`src/rtl/uart_tx_fifo_if.sv`:
```
// Core-side bus of the buffered UART transmitter: write port, bit-period
// divisor and FIFO/transmitter status.
interface uart_tx_fifo_if #(
    parameter int FIFO_AW = 4,
    parameter int DIV_W   = 16
);
    logic [DIV_W-1:0]   divisor;
    logic [7:0]         din;
    logic               wr;
    logic               full;
    logic               empty;
    logic [FIFO_AW:0]   count;
    logic               ovf;
    logic               busy;

    modport master (
        output divisor, din, wr,
        input  full, empty, count, ovf, busy
    );

    modport slave (
        input  divisor, din, wr,
        output full, empty, count, ovf, busy
    );
endinterface

```
`src/rtl/uart_tx_fifo.sv`:
```
// Buffered 8N1 UART transmitter: 2^FIFO_AW-byte FIFO feeding an LSB-first serialiser.
// Optional UART_TX_CTS_EN adds an active-low clear-to-send input gating frame starts.
module uart_tx_fifo #(
    parameter int FIFO_AW = 4,
    parameter int DIV_W   = 16
) (
    input  logic            clk_sys,
    input  logic            reset,
`ifdef UART_TX_CTS_EN
    input  logic            cts_n,
`endif
    uart_tx_fifo_if.slave   bus,
    output logic            tx
);
    localparam int DEPTH = 1 << FIFO_AW;
    localparam logic [FIFO_AW:0] DEPTH_C = {1'b1, {FIFO_AW{1'b0}}};

    typedef enum logic [1:0] {
        S_IDLE,
        S_START,
        S_DATA,
        S_STOP
    } state_e;

    logic [7:0]         mem_q [DEPTH];
    logic [FIFO_AW-1:0] wr_ptr_q;
    logic [FIFO_AW-1:0] rd_ptr_q;
    logic [FIFO_AW:0]   count_q;
    logic [FIFO_AW:0]   count_d;
    logic               ovf_q;

    state_e             state_q;
    state_e             state_d;
    logic [DIV_W-1:0]   div_q;
    logic [DIV_W-1:0]   div_d;
    logic [DIV_W-1:0]   timer_q;
    logic [DIV_W-1:0]   timer_d;
    logic [2:0]         bit_idx_q;
    logic [2:0]         bit_idx_d;
    logic [7:0]         shift_q;
    logic [7:0]         shift_d;
    logic               tx_q;
    logic               tx_d;

    logic               full_w;
    logic               empty_w;
    logic               wr_acc;
    logic               pop;
    logic               tx_ok;
    logic               start_ok;
    logic [DIV_W-1:0]   div_clamped;

`ifdef UART_TX_CTS_EN
    logic [1:0]         cts_sync_q;

    always_ff @(posedge clk_sys) begin
        if (reset) begin
            cts_sync_q <= 2'b11;
        end else begin
            cts_sync_q <= {cts_sync_q[0], cts_n};
        end
    end

    assign tx_ok = ~cts_sync_q[1];
`else
    assign tx_ok = 1'b1;
`endif

    assign full_w      = (count_q == DEPTH_C);
    assign empty_w     = (count_q == '0);
    // A pop in the same cycle never frees a slot for a write to a full FIFO.
    assign wr_acc      = bus.wr & ~full_w;
    assign start_ok    = ~empty_w & tx_ok;
    assign div_clamped = (bus.divisor < DIV_W'(2)) ? DIV_W'(2) : bus.divisor;

    always_ff @(posedge clk_sys) begin
        if (wr_acc) begin
            mem_q[wr_ptr_q] <= bus.din;
        end
    end

    always_comb begin
        case ({wr_acc, pop})
            2'b10:   count_d = count_q + 1'b1;
            2'b01:   count_d = count_q - 1'b1;
            default: count_d = count_q;
        endcase
    end

    always_comb begin
        state_d   = state_q;
        div_d     = div_q;
        timer_d   = timer_q;
        bit_idx_d = bit_idx_q;
        shift_d   = shift_q;
        tx_d      = tx_q;
        pop       = 1'b0;

        case (state_q)
            S_IDLE: begin
                tx_d = 1'b1;
                if (start_ok) begin
                    pop     = 1'b1;
                    state_d = S_START;
                    tx_d    = 1'b0;
                    shift_d = mem_q[rd_ptr_q];
                    div_d   = div_clamped;
                    timer_d = div_clamped - 1'b1;
                end
            end
            S_START: begin
                if (timer_q == '0) begin
                    state_d   = S_DATA;
                    timer_d   = div_q - 1'b1;
                    bit_idx_d = 3'd0;
                    tx_d      = shift_q[0];
                end else begin
                    timer_d = timer_q - 1'b1;
                end
            end
            S_DATA: begin
                if (timer_q == '0) begin
                    timer_d = div_q - 1'b1;
                    if (bit_idx_q == 3'd7) begin
                        state_d = S_STOP;
                        tx_d    = 1'b1;
                    end else begin
                        shift_d   = {1'b0, shift_q[7:1]};
                        tx_d      = shift_q[1];
                        bit_idx_d = bit_idx_q + 1'b1;
                    end
                end else begin
                    timer_d = timer_q - 1'b1;
                end
            end
            S_STOP: begin
                if (timer_q == '0) begin
                    // Chain straight into the next start bit so queued frames have no gap.
                    if (start_ok) begin
                        pop     = 1'b1;
                        state_d = S_START;
                        tx_d    = 1'b0;
                        shift_d = mem_q[rd_ptr_q];
                        div_d   = div_clamped;
                        timer_d = div_clamped - 1'b1;
                    end else begin
                        state_d = S_IDLE;
                        tx_d    = 1'b1;
                    end
                end else begin
                    timer_d = timer_q - 1'b1;
                end
            end
            default: begin
                state_d = S_IDLE;
                tx_d    = 1'b1;
            end
        endcase
    end

    always_ff @(posedge clk_sys) begin
        if (reset) begin
            wr_ptr_q  <= '0;
            rd_ptr_q  <= '0;
            count_q   <= '0;
            ovf_q     <= 1'b0;
            state_q   <= S_IDLE;
            div_q     <= '0;
            timer_q   <= '0;
            bit_idx_q <= '0;
            shift_q   <= '0;
            tx_q      <= 1'b1;
        end else begin
            if (wr_acc) begin
                wr_ptr_q <= wr_ptr_q + 1'b1;
            end
            if (pop) begin
                rd_ptr_q <= rd_ptr_q + 1'b1;
            end
            if (bus.wr && full_w) begin
                ovf_q <= 1'b1;
            end
            count_q   <= count_d;
            state_q   <= state_d;
            div_q     <= div_d;
            timer_q   <= timer_d;
            bit_idx_q <= bit_idx_d;
            shift_q   <= shift_d;
            tx_q      <= tx_d;
        end
    end

    assign bus.full  = full_w;
    assign bus.empty = empty_w;
    assign bus.count = count_q;
    assign bus.ovf   = ovf_q;
    assign bus.busy  = (state_q != S_IDLE);
    assign tx        = tx_q;

endmodule

```
`src/flat_wrapper.sv`:
```
// flat-port wrapper written by rule: the top's interface ports become plain ports
module uart_tx_fifo_flat 
#(
    parameter int FIFO_AW = 4,
    parameter int DIV_W   = 16
)
  (clk_sys, reset, tx, bus_divisor, bus_din, bus_wr, bus_full, bus_empty, bus_count, bus_ovf, bus_busy);
  uart_tx_fifo_if #(.FIFO_AW(FIFO_AW), .DIV_W(DIV_W)) bus_i ();
  input  logic clk_sys;
  input  logic reset;
  output logic tx;
  input wire logic [$bits(bus_i.divisor)-1:0] bus_divisor;
  input wire logic [$bits(bus_i.din)-1:0] bus_din;
  input wire logic [$bits(bus_i.wr)-1:0] bus_wr;
  output wire logic [$bits(bus_i.full)-1:0] bus_full;
  output wire logic [$bits(bus_i.empty)-1:0] bus_empty;
  output wire logic [$bits(bus_i.count)-1:0] bus_count;
  output wire logic [$bits(bus_i.ovf)-1:0] bus_ovf;
  output wire logic [$bits(bus_i.busy)-1:0] bus_busy;
  assign bus_i.divisor = bus_divisor;
  assign bus_i.din = bus_din;
  assign bus_i.wr = bus_wr;
  assign bus_full = bus_i.full;
  assign bus_empty = bus_i.empty;
  assign bus_count = bus_i.count;
  assign bus_ovf = bus_i.ovf;
  assign bus_busy = bus_i.busy;
  uart_tx_fifo #(.FIFO_AW(FIFO_AW), .DIV_W(DIV_W)) u_core (.clk_sys(clk_sys), .reset(reset), .bus(bus_i), .tx(tx));
endmodule
```
`config.mk`:
```
export PLATFORM = sky130hd
export DESIGN_NAME = uart_tx_fifo_flat
export DESIGN_NICKNAME = d
export VERILOG_FILES = /design/src/rtl/uart_tx_fifo_if.sv /design/src/rtl/uart_tx_fifo.sv /design/src/flat_wrapper.sv
export SDC_FILE = /design/constraint.sdc
export NUM_CORES = 1
export LEC_CHECK = 0
export ABC_AREA = 1
export BUFFER_PORTS_ARGS = -buffer_cell sky130_fd_sc_hd__buf_4
export CORE_ASPECT_RATIO = 0.6
export CORE_MARGIN = 2
export CORE_UTILIZATION = 50
export CTS_BUF_LIST = sky130_fd_sc_hd__clkbuf_8
export DETAILED_ROUTE_END_ITERATION = 16
export MAX_ROUTING_LAYER = met4
export PLACE_DENSITY = 0.74
export SLEW_MARGIN = 25
export SYNTH_ARGS = -nofsm -noshare
export SYNTH_HDL_FRONTEND = slang
export SYNTH_SLANG_ARGS = --single-unit
```
`constraint.sdc`:
```
create_clock -name clk_sys -period 3.8 [get_ports clk_sys]
set_input_delay 0.57 -clock clk_sys [delete_from_list [all_inputs] [get_ports clk_sys]]
set_output_delay 0.57 -clock clk_sys [all_outputs]
set_load 0.02 [all_outputs]
```
==> results of run 1 <==
==> worst max path at each step <==
stage | from | endpoint | slack (ns) | cells after the start
after floorplan | u_core.state_q[0] | u_core.bus.count[4] | 1.12 | 15
after detailed placement | u_core.timer_q[0] | u_core.bus.count[4] | 0.72 | 17
final | u_core.timer_q[0] | u_core.bus.count[4] | 0.71 | 17
after global placement | u_core.timer_q[0] | u_core.bus.count[4] | 0.83 | 17
after CTS | u_core.timer_q[0] | u_core.bus.count[4] | 0.73 | 17
after global routing | u_core.timer_q[0] | u_core.bus.count[4] | 0.52 | 17
==> state kept, by name, summed over array words and instances, names as in the netlist, named ones only <==
register / cells
u_core.mem_q: 128
u_core.timer_q: 16
u_core.wr_ptr_q: 4
u_core.tx: 1
u_core.div_q: 16
u_core.shift_q: 8
u_core.state_q: 2
u_core.bus.ovf: 1
u_core.bit_idx_q: 3
u_core.bus.count: 5
u_core.rd_ptr_q: 4
==> report_power, final <==
| group | internal, W | switching (W) | total [W] |
|---|---|---|---|
| clock network | 0.000715 | 0.000737 | 0.00145 |
| logic | 0.00105 | 0.00211 | 0.00317 |
| registers | 0.00249 | 0.000329 | 0.00282 |
| total | 0.00426 | 0.00318 | 0.00744 |
==> per-layer routing <==
layer | vias to the layer above | GRT usage, % | share of wire [%]
met4 | 0 | 6.04 | 0.97
li1 | 3618 | - | -
met2 | 380 | 30.3 | 37
met1 | 3439 | 38.8 | 50
met3 | 23 | 6.44 | 11
met5 | - | - | 0
==> kinds of logic (layout without fill, tap and decap cells) <==
group,after synthesis,count (layout)
and+or+nand+nor,410,410
AOI/OAI and AO/OA,226,226
DFF,192,192
buffers and inverters,177,208
xor gates and xnor gates,30,30
adders and majority gates,20,20
other,0,1
==> worst max-delay path, stage by stage, from the launching register on <==
cell and delay (ns):
dfxtp_1 0.32, inv_1 0.09, ha_1 0.21, nand2_2 0.13
inv_1 0.09, nand4_2 0.14, nor2_4 0.21, nand2_2 0.13
a21oi_4 0.25, ha_1 0.27, ha_1 0.30, nand2_1 0.09
nor2_1 0.04, a211oi_1 0.21, o21ai_0 0.12, a21oi_1 0.17
nand2_1 0.07, nor3b_1 0.13
==> synth_stat cells <==
master    count  area, um2
o21bai_1      1       7.51
o21a_1        2       15.0
nand2_1     168        631
clkinv_4      1       8.76
nor3b_1       1       7.51
o21ai_0      76        380
o21ai_1       2       10.0
nor3_2        1       10.0
buf_4         1       7.51
o221ai_1      2       17.5
nor2_4        2       22.5
nand2_2       6       37.5
dfxtp_1      64       1280
buf_6         1       11.3
clkbuf_4      1       7.51
nand3b_1      1       7.51
nor2_1      112        420
nand3_2       1       10.0
nand4_1       6       37.5
fa_1          1       20.0
xor2_1       20        175
o211ai_1     48        360
xnor2_1      10       87.6
inv_2         2       7.51
a21oi_4       2       32.5
edfxtp_1    128       3840
a21oi_1      88        440
nand4_2       2       25.0
nor3_1        4       20.0
a31oi_1       1       6.26
a211oi_1      4       30.0
buf_2        10       50.1
nor2_2        3       18.8
nand3_4       1       17.5
or2_2         4       25.0
nand3_1      97        485
buf_1         3       11.3
nand2_4       1       11.3
inv_1       132        495
clkbuf_1     25       93.8
clkinv_1      1       3.75
ha_1         19        238
==> through the flow <==
step,power [W],utilization [%],cell area (um2),std cells,hold WS (ns)
2_1_floorplan,0.00511,-,9430,1055,0.445
3_3_place_gp,0.00590,54.0,9860,1295,0.452
3_5_place_dp,0.00593,54.0,9860,1295,0.458
4_1_cts,0.00736,56.3,10300,1326,0.329
5_1_grt,0.00791,56.3,10300,1327,0.334
6_report,0.00744,56.3,10300,1327,0.350
==> cell type report <==
cell class | count | area (um2)
Fill cell | 1577 | 7970
Sequential cell | 192 | 5130
Multi-Input combinational cell | 686 | 3610
Inverter | 136 | 515
Timing Repair Buffer | 41 | 308
Tap cell | 240 | 300
Clock buffer | 17 | 234
Clock inverter | 14 | 186
Antenna cell | 1 | 2.50
==> results.cfg, run 1 <==
[place]
place_congestion = 0.958
detailedPlacementHpwl_um = 16200
port_buffers = 36
post-place-ws_ns = 0.723

[floorplanning]
ios = 37
start_util_pct = 51.6
die_x_um = 181
die_height_um = 110
rows = 38
core_area_um2 = 18300
die_area_um2 = 20000

[pwr]
max-vdd-ir-drop_v = 0.000512
power_density_nw_per_um2 = 723
p_leak_nw = 4.04

[layout]
final_cell_mix = nand2_1 (168), inv_1 (134), edfxtp_1 (128)
syn_to_final_growth_pct = 9.06
final_common_cell = nand2_1
layout.nets = 1121
drive_above_1_share_pct = 8.84

[critical_path]
start_kind = flop
r2r_start = u_core.timer_q[0]
end_kind = flop
path_max_fanout = 8
r2r-end = u_core.bus.count[4]
r2r_cells = 17
cp.required_ns = 4.14
rrSetupSlack_ns = 0.71
worstSetupPathType = reg -> reg
arrival_ns = 3.43

[route]
final_antenna_net_count = 0
totalWireLength_um = 23300
first_iter_violations = 1129
avgRoutedWirePerCell_um = 17.5
vias = 7460
detail_route.vias_per_cell = 5.62
first_pass_iters = 6
drc = 0

[clock_tree]
ctsRootBufferMaster = clkbuf_8
cts_buffers = 17
cts-resized-gates = 0
htree_levels = 4
clk_latency_ns = 0.46
cts_tree = built
clk_path_buf_depth = 2
cts.clk_slew.worst_paths_ns = 0.10
cts_setup_buffers = 0
cts.sinks = 192
cts_hold_buf = 0

[sta]
slew_viol_final = 0
min_period_over_period_pct = 81.4
setup_violations = 0
fin_skew_ns = 0.0152
rsz0062_at_grt = no
maxSlewHeadroom_pct = 30.1
worst_slack_ns = 0.706
hold_viol = 0
fin_setup_tns_ns = 0
worstMarginPinSlew_ns = 1.05
fmax_mhz = 323
period_minus_slack_ns = 3.09

[global_route]
gr-usage-all-layers_pct = 24.6
grt_pass1_wl_um = 35800
antenna_found_initial = 1
grt_overflow = 0
grt_max_degree = 78
grt_pass1_vias = 6412

[logic_synthesis]
synth.area.mux_share_pct = 0
synth-compound-area-share_pct = 13.8
synth_cells = 1055
synth_top_family_by_area = simple AND/OR/NAND/NOR gates
syn-cell-area_um2 = 9430
synth-seq-cells = 192
syn-num-nets = 1102
syn_avg_cell_area_um2 = 8.94
yosysWarnings = 0
ys_types = 42
synth-simple-area-share_pct = 18.9
synth_xor_area_share_pct = 2.79
yosysSeqAreaShare_pct = 54.4
synth-adder-area-share_pct = 2.73

[hold_path]
hold_depth = 3
hold-path-endpoint = u_core.bus.ovf
min-delay-start = bus_wr
hold_path_class = in -> reg

[flow_run]
cap_viol_max_count = 0

[run_status]
status = finished, final reports clean
Power figures use the tool's default switching activity.
==> run 2: changes to the inputs <==
Settings changed: ABC_AREA 1 to 0, PLACE_DENSITY 0.74 to 0.76.
Clock period 3.8 ns to 2.8 ns, I/O delays scaled along.
==> results.cfg, run 2 <==
[run_status]
status = finished, final reports clean

[logic_synthesis]
synth_common_cells = edfxtp_1 (128), dfxtp_1 (64), nor2_1 (57)
synth_flop_cell = edfxtp_1
synth_cells = 778
synth-seq-cells = 192
yosysMostFrequentCell = edfxtp_1
syn_avg_cell_area_um2 = 11.7
yosysSeqAreaShare_pct = 56.1
yosysTopAreaCellShare_pct = 42.1
synth_edf_count = 128
ys_types = 67
syn-num-nets = 825
yosysWarnings = 0
synth.area.top_cells = edfxtp_1 (42%), dfxtp_1 (14%), mux4_2 (4.9%)
syn-cell-area_um2 = 9140
async_reset_ff_share_pct = 0
netlist.top_cell.by_area = edfxtp_1

[place]
place_congestion = 1.03
detailedPlacementHpwl_um = 16400
post-place-ws_ns = -0.0168
dp_cells = 1073
port_buffers = 36

[floorplanning]
core_area_um2 = 18000
rows = 38
die_height_um = 109
die_area_um2 = 19400
ios = 37
die_x_um = 179
start_util_pct = 50.8

[route]
totalWireLength_um = 22700
first_pass_iters = 5
avgRoutedWirePerCell_um = 20.5
vias = 6779
final_antenna_net_count = 0
detail_route.vias_per_cell = 6.13
first_iter_violations = 1084
drc = 0

[critical_path]
worstSetupPathType = reg -> reg
arrival_ns = 3.17
path_max_fanout = 4
cp.required_ns = 3.21
r2r_start = u_core.state_q[0]
rrSetupSlack_ns = 0.03
end_kind = flop
r2r-end = u_core.bus.count[4]
start_kind = flop
r2r_cells = 13

[layout]
regArea_um2 = 5130
largest_reg_flops = 128
final_common_cell = edfxtp_1
instances_no_fill = 1105
multi_input_area_um2 = 3810
final_core_util_pct = 58.6
fillers = 1441
diodes = 0
final_cell_mix = edfxtp_1 (128), buf_4 (103), dfxtp_1 (60)
layout.nets = 899
syn_to_final_growth_pct = 15.3
largest-register = u_core.mem_q
drive_above_1_share_pct = 22.7
largest_registers = u_core.mem_q (128), u_core.div_q (16), u_core.timer_q (16)

[pwr]
p_leak_nw = 3.63
power_density_nw_per_um2 = 1070
p_total_w = 0.0113
max-vdd-ir-drop_v = 0.000541

[sta]
worstMarginPinSlew_ns = 0.692
rsz0062_at_grt = yes
maxSlewHeadroom_pct = 53.9
period_minus_slack_ns = 2.77
holdWs_ns = 0.178
hold_viol = 0
setup_violations = 0
slew_viol_final = 0
fmax_mhz = 362
worst_slack_ns = 0.0350
fin_skew_ns = 0.0125
min_period_over_period_pct = 98.8

[clock_tree]
clk_latency_ns = 0.48
cts.clk_slew.worst_paths_ns = 0.10
cts.sinks = 192
cts_tree = built
cts_hold_buf = 0
htree_levels = 4
cts_buffers = 17
cts_setup_buffers = 0
ctsRootBufferMaster = clkbuf_8
clk_path_buf_depth = 2

[hold_path]
min-delay-start = bus_wr
hold-path-endpoint = u_core.bus.ovf
hold_path_class = in -> reg
hold_depth = 3

[global_route]
grt_pass1_vias = 6083
grt_pass1_wl_um = 35200
antenna_found_initial = 0
grt_overflow = 0
gr-usage-all-layers_pct = 25.2
grt_max_degree = 45

[flow_run]
cap_viol_max_count = 0
-- run 2: worst max-delay path, cell delays in order (launching register included) --
cell	delay [ns]
dfxtp_4	0.38
inv_2	0.05
ha_4	0.26
a2111oi_4	0.38
a21oi_4	0.10
inv_2	0.09
ha_4	0.14
inv_2	0.05
fa_2	0.34
nor2b_2	0.16
o21ai_2	0.08
and3_1	0.16
or4_1	0.40
a21oi_1	0.13
-- run 2: cell type report --
class,instances,area share [%]
Sequential cell,192,48.7
Clock inverter,15,1.48
Inverter,28,0.998
Clock buffer,17,2.22
Tap cell,240,2.85
Timing Repair Buffer,104,7.53
Multi-Input combinational cell,509,36.2
-- run 2: worst max path at each step --
stage / start / to / slack [ns] / cells past startpoint
finish: u_core.state_q[0] / u_core.bus.count[4] / 0.03 / 13
global route: u_core.state_q[0] / u_core.bus.count[4] / -0.07 / 13
floorplan: u_core.timer_q[0] / u_core.bus.count[4] / -0.12 / 15
detailed placement: u_core.timer_q[13] / u_core.bus.count[4] / -0.02 / 12
global placement: u_core.timer_q[13] / u_core.bus.count[4] / 0.03 / 12
CTS: u_core.timer_q[13] / u_core.bus.count[4] / 0.01 / 12
-- run 2: what timing repair did --
item / in CTS / in global routing
resized for setup: 2 / 13
pin swaps: 0 / 2
setup endpoints to repair: 1 / 1
-- run 2: report_power, final --
| group | internal [W] | switching, W | leakage (nW) |
|---|---|---|---|
| clock network | 0.000671 | 0.00109 | 0.197 |
| registers | 0.00340 | 0.000300 | 1.68 |
| logic | 0.00231 | 0.00350 | 1.76 |
| total | 0.00637 | 0.00489 | 3.63 |
-- run 2: through the flow --
step	setup TNS [ns]	instance area [um2]
final	0	10500
after global routing	-0.0673	10500
after CTS	0	10500
after detailed placement	-0.0168	10100
after global placement	0	10100
after floorplan	-0.123	9190
-- run 2: layer usage --
metal  wire, um  vias up  GRT usage (%)  share of wire (%)
met1      11000     3296           39.5                 49
li1           -     3137              -                  -
met5          0        -              -                  0
met2       8630      329           29.4                 38
met4        214        0           5.17               0.94
met3       2810       17           10.0                 12
-- run 2: cells by family (layout without fill, tap and decap cells) --
group	Yosys count	after routing	share of synthesized area (%)
simple gates	227	227	13.2
flops	192	192	56.1
compound gates	175	175	12.6
buf+inv	77	164	3.27
mux	51	51	8.49
xor+xnor	36	36	3.45
fa+ha+maj	20	20	2.82
